[config.mk]
export PLATFORM = sky130hd
export DESIGN_NAME = tempo_sequencer_clk_flat
export DESIGN_NICKNAME = d
export VERILOG_FILES = /design/src/rtl/tempo_sequencer_clk_if.sv /design/src/rtl/tempo_sequencer_clk.sv /design/src/flat_wrapper.sv
export SDC_FILE = /design/constraint.sdc
export NUM_CORES = 1
export LEC_CHECK = 0
export ABC_AREA = 1
export CORE_ASPECT_RATIO = 0.8
export CORE_MARGIN = 2
export CORE_UTILIZATION = 69
export CTS_CLUSTER_SIZE = 14
export DETAILED_ROUTE_END_ITERATION = 10
export DONT_BUFFER_PORTS = 1
export PLACE_DENSITY_LB_ADDON = 0.15
export SKIP_LAST_GASP = 1
export SYNTH_ARGS = -nofsm -noshare
export SYNTH_HDL_FRONTEND = slang
export SYNTH_SLANG_ARGS = --single-unit
[constraint.sdc]
create_clock -name clk -period 3.43 [get_ports clk]
set_input_delay 0.8575 -clock clk [delete_from_list [all_inputs] [get_ports clk]]
set_output_delay 0.8575 -clock clk [all_outputs]
set_load 0.02 [all_outputs]
[src/rtl/tempo_sequencer_clk_if.sv]
// Tempo sequencer bus: button/run controls toward the sequencer and the
// active tempo plus beat/tempo-change pulses back toward the consumer.
interface tempo_sequencer_clk_if #(
  parameter int IDX_W = 3,
  parameter int CNT_W = 23
);
  logic             tempo_up;
  logic             tempo_down;
  logic             run;
  logic [IDX_W-1:0] tempo_idx;
  logic [CNT_W-1:0] tempo;
  logic             beat_pulse;
  logic             tempo_changed;

  // Controller side: drives buttons and run, observes tempo and beats.
  modport master (
    output tempo_up, tempo_down, run,
    input  tempo_idx, tempo, beat_pulse, tempo_changed
  );

  // Sequencer side.
  modport slave (
    input  tempo_up, tempo_down, run,
    output tempo_idx, tempo, beat_pulse, tempo_changed
  );
endinterface

[src/rtl/tempo_sequencer_clk.sv]
// Tempo selector and beat generator for the step sequencer.
// A constant table holds NUM_TEMPOS beat periods (BPM_BASE + i*BPM_STEP),
// up/down button presses step through it with wrap-around, and a beat
// counter emits a one-cycle beat_pulse every tempo+1 cycles while run=1.
// Optional feature: define AUTO_REPEAT_EN to step again every REPEAT_CYC
// cycles while exactly one button stays held.
module tempo_sequencer_clk #(
  parameter int CLK_HZ     = 10_000_000,
  parameter int NUM_TEMPOS = 8,
  parameter int BPM_BASE   = 120,
  parameter int BPM_STEP   = 40,
  parameter int RESET_IDX  = 3,
  parameter int CNT_W      = 23,
  parameter int IDX_W      = $clog2(NUM_TEMPOS)
`ifdef AUTO_REPEAT_EN
  , parameter int REPEAT_CYC = 2_500_000
`endif
) (
  input logic                  clk,
  input logic                  rst,
  tempo_sequencer_clk_if.slave bus
);

  localparam logic [IDX_W-1:0] LAST_IDX = IDX_W'(NUM_TEMPOS - 1);
  localparam logic [IDX_W-1:0] RST_IDX  = IDX_W'(RESET_IDX);

  // Beat period in cycles minus one; only ever called with constant arguments.
  function automatic longint period_of(input int idx);
    return (longint'(CLK_HZ) * 60) / longint'(BPM_BASE + idx * BPM_STEP) - 1;
  endfunction

  localparam logic [CNT_W-1:0] RST_PERIOD = CNT_W'(period_of(RESET_IDX));

  // NOTE: the period table is pure constants folded at elaboration, so it is
  // a ROM with nothing to reset; only the state registers below get reset.
  logic [CNT_W-1:0] period_tab [NUM_TEMPOS];
  for (genvar g = 0; g < NUM_TEMPOS; g++) begin : g_tab
    localparam logic [CNT_W-1:0] PERIOD = CNT_W'(period_of(g));
    assign period_tab[g] = PERIOD;
  end

  logic             up_q, down_q;
  logic             press_up, press_down;
  logic             step_up, step_down;
  logic [IDX_W-1:0] idx_q, next_idx;
  logic [CNT_W-1:0] tempo_q;
  logic             changed_q;
  logic [CNT_W-1:0] cnt_q;
  logic             beat_q;

  assign press_up   = bus.tempo_up   & ~up_q;
  assign press_down = bus.tempo_down & ~down_q;

`ifdef AUTO_REPEAT_EN
  localparam int REP_W = (REPEAT_CYC > 1) ? $clog2(REPEAT_CYC) : 1;

  logic [REP_W-1:0] rep_cnt;
  logic             one_held;
  logic             rep_fire;

  assign one_held = bus.tempo_up ^ bus.tempo_down;
  assign rep_fire = one_held && !(press_up || press_down) &&
                    (rep_cnt == REP_W'(REPEAT_CYC - 1));

  // Repeat counter: restarts on any press, cleared when released or both held.
  always_ff @(posedge clk or posedge rst) begin
    if (rst) begin
      rep_cnt <= '0;
    end else if (press_up || press_down || !one_held || rep_fire) begin
      rep_cnt <= '0;
    end else begin
      rep_cnt <= rep_cnt + 1'b1;
    end
  end

  assign step_up   = (press_up   & ~press_down) | (rep_fire & bus.tempo_up);
  assign step_down = (press_down & ~press_up)   | (rep_fire & bus.tempo_down);
`else
  assign step_up   = press_up   & ~press_down;
  assign step_down = press_down & ~press_up;
`endif

  // Next table index with wrap-around at both ends.
  always_comb begin
    // NOTE: default assignment first, so every path drives next_idx and no latch is inferred.
    next_idx = idx_q;
    if (step_up) begin
      next_idx = (idx_q == LAST_IDX) ? '0 : idx_q + 1'b1;
    end else if (step_down) begin
      next_idx = (idx_q == '0) ? LAST_IDX : idx_q - 1'b1;
    end
  end

  // Button history, active index/period and the tempo_changed pulse.
  always_ff @(posedge clk or posedge rst) begin
    if (rst) begin
      // History starts high so a button held through reset release is not a press.
      up_q      <= 1'b1;
      down_q    <= 1'b1;
      idx_q     <= RST_IDX;
      tempo_q   <= RST_PERIOD;
      changed_q <= 1'b0;
    end else begin
      // NOTE: non-blocking assignments so every register samples pre-edge values.
      up_q      <= bus.tempo_up;
      down_q    <= bus.tempo_down;
      idx_q     <= next_idx;
      tempo_q   <= period_tab[next_idx];
      changed_q <= step_up | step_down;
    end
  end

  // Beat counter: >= compare makes a shrunken period fire on the next edge.
  always_ff @(posedge clk or posedge rst) begin
    if (rst) begin
      cnt_q  <= '0;
      beat_q <= 1'b0;
    end else if (!bus.run) begin
      cnt_q  <= '0;
      beat_q <= 1'b0;
    end else if (cnt_q >= tempo_q) begin
      cnt_q  <= '0;
      beat_q <= 1'b1;
    end else begin
      cnt_q  <= cnt_q + 1'b1;
      beat_q <= 1'b0;
    end
  end

  assign bus.tempo_idx     = idx_q;
  assign bus.tempo         = tempo_q;
  assign bus.beat_pulse    = beat_q;
  assign bus.tempo_changed = changed_q;

endmodule

[src/flat_wrapper.sv]
// flat-port wrapper written by rule: the top's interface ports become plain ports
module tempo_sequencer_clk_flat 
#(
  parameter int CLK_HZ     = 10_000_000,
  parameter int NUM_TEMPOS = 8,
  parameter int BPM_BASE   = 120,
  parameter int BPM_STEP   = 40,
  parameter int RESET_IDX  = 3,
  parameter int CNT_W      = 23,
  parameter int IDX_W      = $clog2(NUM_TEMPOS)

)
  (clk, rst, bus_tempo_up, bus_tempo_down, bus_run, bus_tempo_idx, bus_tempo, bus_beat_pulse, bus_tempo_changed);
  tempo_sequencer_clk_if #(.IDX_W(IDX_W), .CNT_W(CNT_W)) bus_i ();
  input logic clk;
  input logic rst;
  input wire logic [$bits(bus_i.tempo_up)-1:0] bus_tempo_up;
  input wire logic [$bits(bus_i.tempo_down)-1:0] bus_tempo_down;
  input wire logic [$bits(bus_i.run)-1:0] bus_run;
  output wire logic [$bits(bus_i.tempo_idx)-1:0] bus_tempo_idx;
  output wire logic [$bits(bus_i.tempo)-1:0] bus_tempo;
  output wire logic [$bits(bus_i.beat_pulse)-1:0] bus_beat_pulse;
  output wire logic [$bits(bus_i.tempo_changed)-1:0] bus_tempo_changed;
  assign bus_i.tempo_up = bus_tempo_up;
  assign bus_i.tempo_down = bus_tempo_down;
  assign bus_i.run = bus_run;
  assign bus_tempo_idx = bus_i.tempo_idx;
  assign bus_tempo = bus_i.tempo;
  assign bus_beat_pulse = bus_i.beat_pulse;
  assign bus_tempo_changed = bus_i.tempo_changed;
  tempo_sequencer_clk #(.CLK_HZ(CLK_HZ), .NUM_TEMPOS(NUM_TEMPOS), .BPM_BASE(BPM_BASE), .BPM_STEP(BPM_STEP), .RESET_IDX(RESET_IDX), .CNT_W(CNT_W), .IDX_W(IDX_W)) u_core (.clk(clk), .rst(rst), .bus(bus_i));
endmodule
[Word-level counts from Yosys, hierarchy flattened]
Memory sizes are Yosys's and may differ from the RTL's. A register that Yosys moved wholly into a read port is not among the register bits.
Cells that the tools add are included.
Word-level totals
  output and inout bits: 28
  memories: 1
  register bits after elaboration: 30
  input port bits: 5
  word-level logic and storage cells: 31
  ROM bits: 184
Memory list
  (name not given): words 8, bits a word 23, rd ports 1, clocked after memory_dff 1, wr ports 0, RTL line tempo_sequencer_clk.sv:108  | tempo_q <= period_tab[next_idx];
Cells by class
  bitwise gates (word level): 10
  muxes and demuxes: 8
  equality and inequality tests: 1
  add/sub/neg operators: 3
  reduce and logical (&&, ||, !) cells: 1
  magnitude comparators: 1
Operator list (count)
  2-to-1 mux 23 bit: 2
  adder 23 x 1 -> 23 bit (second input constant): 1
  >= comparator 23 bit: 1
  2-to-1 mux 3 bit: 4
  AND 1 bit: 4
  inverter 1 bit: 4
  inverter 3 -> 4 bit: 1
  adder 3 x 1 -> 3 bit (second input constant): 1
  == test 3 bit (second input constant): 1
  zero test 3 bit: 1
  subtractor 3 x 1 -> 3 bit (second input constant): 1
  2-to-1 mux 1 bit: 2
  OR 1 bit: 1

[Logic depth before layout (Yosys ltp)]
  depth in word-level cells: 7
  gate-level depth with buffers: 12
  depth with buffers taken out: 12

[Worst setup path after synthesis]
OpenSTA, ideal clock, no wires.
  path type: input port to flip-flop
  from: in bus_tempo_up
  to: reg u_core.tempo_q[11], in the netlist u_core.bus.tempo[11]
  library setup time: 0.128 ns
  required time: 3.302 ns
  path buffers: 0
  arrival time: 2.370 ns
  slack: 0.931 ns
  stages on the path: 11
  cell sequence: inv_1 > nor2_1 > inv_1 > ha_1 > o21ai_0 > nand2_1 > o21ai_0 > inv_1 > ha_1 > nand2_1 > o21ai_1
Between the ends
  word-level cells in the longest chain between the ends: 6
  elaborated cells between the ends (all ways): 7
  classes of those cells: mux (2); bitwise (5)
Ends and longest elaborated chain
  start: declaration: RTL line flat_wrapper.sv:17  | input wire logic [$bits(bus_i.tempo_up)-1:0] bus_tempo_up;
  AND 1 bit (*): RTL line tempo_sequencer_clk.sv:51  | assign press_up = bus.tempo_up & ~up_q;
  inverter 1 bit: RTL line tempo_sequencer_clk.sv:80  | assign step_down = press_down & ~press_up;
  AND 1 bit: RTL line tempo_sequencer_clk.sv:80
  2-to-1 mux 3 bit: RTL line tempo_sequencer_clk.sv:89  | end else if (step_down) begin
  2-to-1 mux 3 bit (*): RTL line tempo_sequencer_clk.sv:87  | if (step_up) begin
  named net u_core.next_idx[1]: RTL line tempo_sequencer_clk.sv:45  | logic [IDX_W-1:0] idx_q, next_idx;
  inverter 3 -> 4 bit (not written as such) (*): RTL line tempo_sequencer_clk.sv:108
  end: declaration: RTL line tempo_sequencer_clk.sv:46  | logic [CNT_W-1:0] tempo_q;
The timed path passes the listed nets; every way through them passes the cells marked *.

[Worst setup path in the final report]
  from: reg u_core.tempo_q[18], in the netlist u_core.bus.tempo[18]
  to: reg u_core.cnt_q[12]
Between the ends
  word-level cells in the longest chain between the ends: 3
Ends and longest elaborated chain
  >= comparator 23 bit: RTL line tempo_sequencer_clk.sv:121  | end else if (cnt_q >= tempo_q) begin
  2-to-1 mux 23 bit: RTL line tempo_sequencer_clk.sv:121
  2-to-1 mux 23 bit: RTL line tempo_sequencer_clk.sv:118  | end else if (!bus.run) begin
  end signal: assignment: RTL line tempo_sequencer_clk.sv:125  | cnt_q <= cnt_q + 1'b1;
  end: declaration: RTL line tempo_sequencer_clk.sv:48  | logic [CNT_W-1:0] cnt_q;
Every way passes these cells.

==> impl_metrics.toml <==
[run_status]
status = "finished, final reports clean"

[logic_synthesis]
synthCells = 427
syn_avg_cell_area_sq_um = 7.803
ys_seq_elements = 50
synth_cell_types = 32
synth_area_sq_mm = 0.003332
seq_area_frac_synth_pct = 38.08
ys_warn_count = 0
syn_nets = 470

[clocking]
post_cts_buffers = 0
path_clk_slew_ns = 0.10
cts_resized = 0
clock_sinks = 50
cts_tree = "built"
numCtsBuffers = 5
cts_max_path_buffers = 2
clk_latency_ns = 0.32
h-tree-depth = 2
ctsHoldBuffers = 0
clockRootBuffer = "clkbuf_8"

[power]
comb_power_share_pct = 32.3
power_density_mw_per_mm2 = 624.1
clockPowerShare_pct = 17.0
total_switching_power_mw = 0.9843
p_int_mw = 1.154
power.total_mw = 2.138
peakVddDrop_mv = 0.6506
seqPwrFrac_pct = 50.7
p_sw_share_pct = 46.04
leakagePower_nw = 1.722

[timing]
fmax_mhz = 402.6
final_max_slew_viol_count = 0
setup_slack_ns = 0.9461
grt_setup_unrepaired = "no"
min_period_ns = 2.484
slew_headroom_pct = 31.89
skew_ns = 0.01180
tightest_slew_ns = 1.020
setup_violations = 0
period_share_pct = 72.42
tns_ns = 0
hold_viol = 0

[place]
io_buffers = 0
routabilityCongestion = 0.8353
preCtsSetupSlack_ns = 0.7735
dp_hpwl_um = 5525

[setup_path]
critPathRequiredTime_ns = 3.66
critPathKind = "reg2reg"
reg2reg_setup_slack_ns = 0.95
max_stage_delay_ns = 0.67
cp_slowest_cell = "dfstp_2"
reg2reg_depth = 11
worstPathMaxFanout = 23
worst-path-buf-inv = 3
path_depth = 11
crit_chain = "inv_1 > ha_1 > nand2_1 > nor2_1 > nand2_2 > inv_2 > nand2_1 > inv_2 > nor2_2 > nand3_2 > nor2_1"
worstSetupEndpoint = "u_core.cnt_q[12]"
start_kind = "flop"
r2r-start = "u_core.bus.tempo[18]"
cp-end-kind = "flop"
cp_data_arrival_time_ns = 2.71
critPathLaunch = "u_core.bus.tempo[18]"
cp_top_family = "simple AND/OR/NAND/NOR gates"
r2r-end = "u_core.cnt_q[12]"

[floorplan]
die_w_um = 81.69
rows = 22
die_y_um = 66.16
fp.dieArea_sq_mm = 0.005404
ios = 33
start_util_pct = 72.05
core_area_sq_mm = 0.004624

[routing]
avgViaCountPerCell = 5.434
drt_wl_total_um = 7200
drc = 0
post_drt_wl_per_cell_um = 14.75
drt_iter0_drc = 185
dr.pass1.iters = 4
vias = 2652
antenna_left = 0

[global_route]
gr-usage-met3_pct = 7.104
grtUsageMet2_pct = 50.31
busiest_layer = "met2"
antenna_found_initial = 0
grt_pass1_vias = 2664
grt_pass1_wl_um = 12560
use_met1_pct = 41.28
grt_usage_pct = 31.29
grt_overflow = 0
grt_max_degree = 51

[finish]
final_common_cell = "nand2_1"
layout-drive-gt1-share_pct = 15.42
area_growth_pct = 2.816
num_antenna_cells = 0
nFillCells = 364
fin_nets = 470
final_cell_mix = "nand2_1, inv_1, nor2_1, ha_1, dfrtp_1"

[flow_run]
maxCapViolations = 0

[worst_hold_path]
worstHoldPathType = "in2reg"
## sequential cells by signal, indices dropped and copies added, names as in the netlist
register / count
u_core.bus.tempo: 20
u_core.cnt_q: 23
u_core.bus.tempo_idx: 3
u_core.bus.beat_pulse: 1
u_core.up_q: 1
u_core.down_q: 1
u_core.bus.tempo_changed: 1
## cell usage after synthesis
master    count  area (sq um)
a21o_1        1         7.510
a21oi_1      11         55.05
and2_1        1         6.260
buf_4         3         22.52
buf_6         4         45.04
clkbuf_8      1         13.76
clkinv_4      1         8.760
dfrtp_1      36         900.9
dfstp_2      14         367.9
ha_1         38         475.5
inv_1        60         225.2
inv_2         3         11.26
nand2_1     115         431.7
nand2_2       5         31.28
nand3_1      28         140.1
nand3_2       3         30.03
nand3_4       1         17.52
nand3b_1      1         7.510
nand3b_4      1         20.02
nor2_1       52         195.2
nor2_2       18         112.6
nor2_4        3         33.78
nor3_1        2         10.01
o211ai_1      1         7.510
o211ai_2      1         12.51
o21ai_0      10         50.05
o21ai_1       1         5.000
o21ai_2       3         26.28
o21bai_1      4         30.03
or2_0         1         6.260
or2_1         1         6.260
or2_2         3         18.77
## power groups by stage
stage | combinational (mW) | clock [mW] | sequential, mW
floorplan | 0.579 | 0 | 1.02
global placement | 0.631 | 0 | 1.10
detailed placement | 0.677 | 0 | 1.10
CTS | 0.689 | 0.368 | 1.09
global route | 0.804 | 0.390 | 1.10
finish | 0.690 | 0.364 | 1.08
## area by class of cell
type / count / area [sq um] / area share [%]
Multi-Input combinational cell: 305 / 1737 / 50.69
Sequential cell: 50 / 1269 / 37.03
Inverter: 64 / 245.2 / 7.158
Tap cell: 60 / 75.07 / 2.191
Clock buffer: 5 / 68.82 / 2.009
Clock inverter: 3 / 23.77 / 0.6939
Timing Repair Buffer: 1 / 7.507 / 0.2191
## how the worst min path moves through the flow
stage | start | to | depth (start not counted)
floorplan | u_core.cnt_q[0] | u_core.cnt_q[0] | 3
global route | bus_tempo_up | u_core.up_q | 0
detailed placement | u_core.cnt_q[0] | u_core.cnt_q[0] | 3
finish | bus_tempo_up | u_core.up_q | 0
global placement | u_core.cnt_q[0] | u_core.cnt_q[0] | 3
CTS | bus_tempo_up | u_core.up_q | 0
## stage by stage
step	cells	util, %	area, sq um	hold slack [ns]
after global routing	488	74.08	3426	0.5173
after global placement	480	72.08	3333	0.5732
after floorplan	427	-	3332	0.5369
after detailed placement	480	72.08	3333	0.6029
final	488	74.08	3426	0.5347
after CTS	488	74.08	3426	0.5251
## metal layers
metal / share of wire, % / routed length [um] / vias up
li1: - / - / 1321
met1: 47 / 3355 / 1249
met2: 46 / 3279 / 72
met3: 6.5 / 466 / 10
met4: 1.4 / 99 / 0
met5: 0 / 0 / -
## logic make-up (layout without fill, tap and decap cells)
kind of cell               count (synthesis)  in the layout  share of synthesized area, %
buffers and inverters                     72             73                         9.801
adders and majority gates                 38             38                         14.27
and+or+nand+nor                          235            235                         32.03
DFF                                       50             50                         38.08
AOI/OAI and AO/OA                         32             32                         5.821
(Power assumes the default switching activity.)
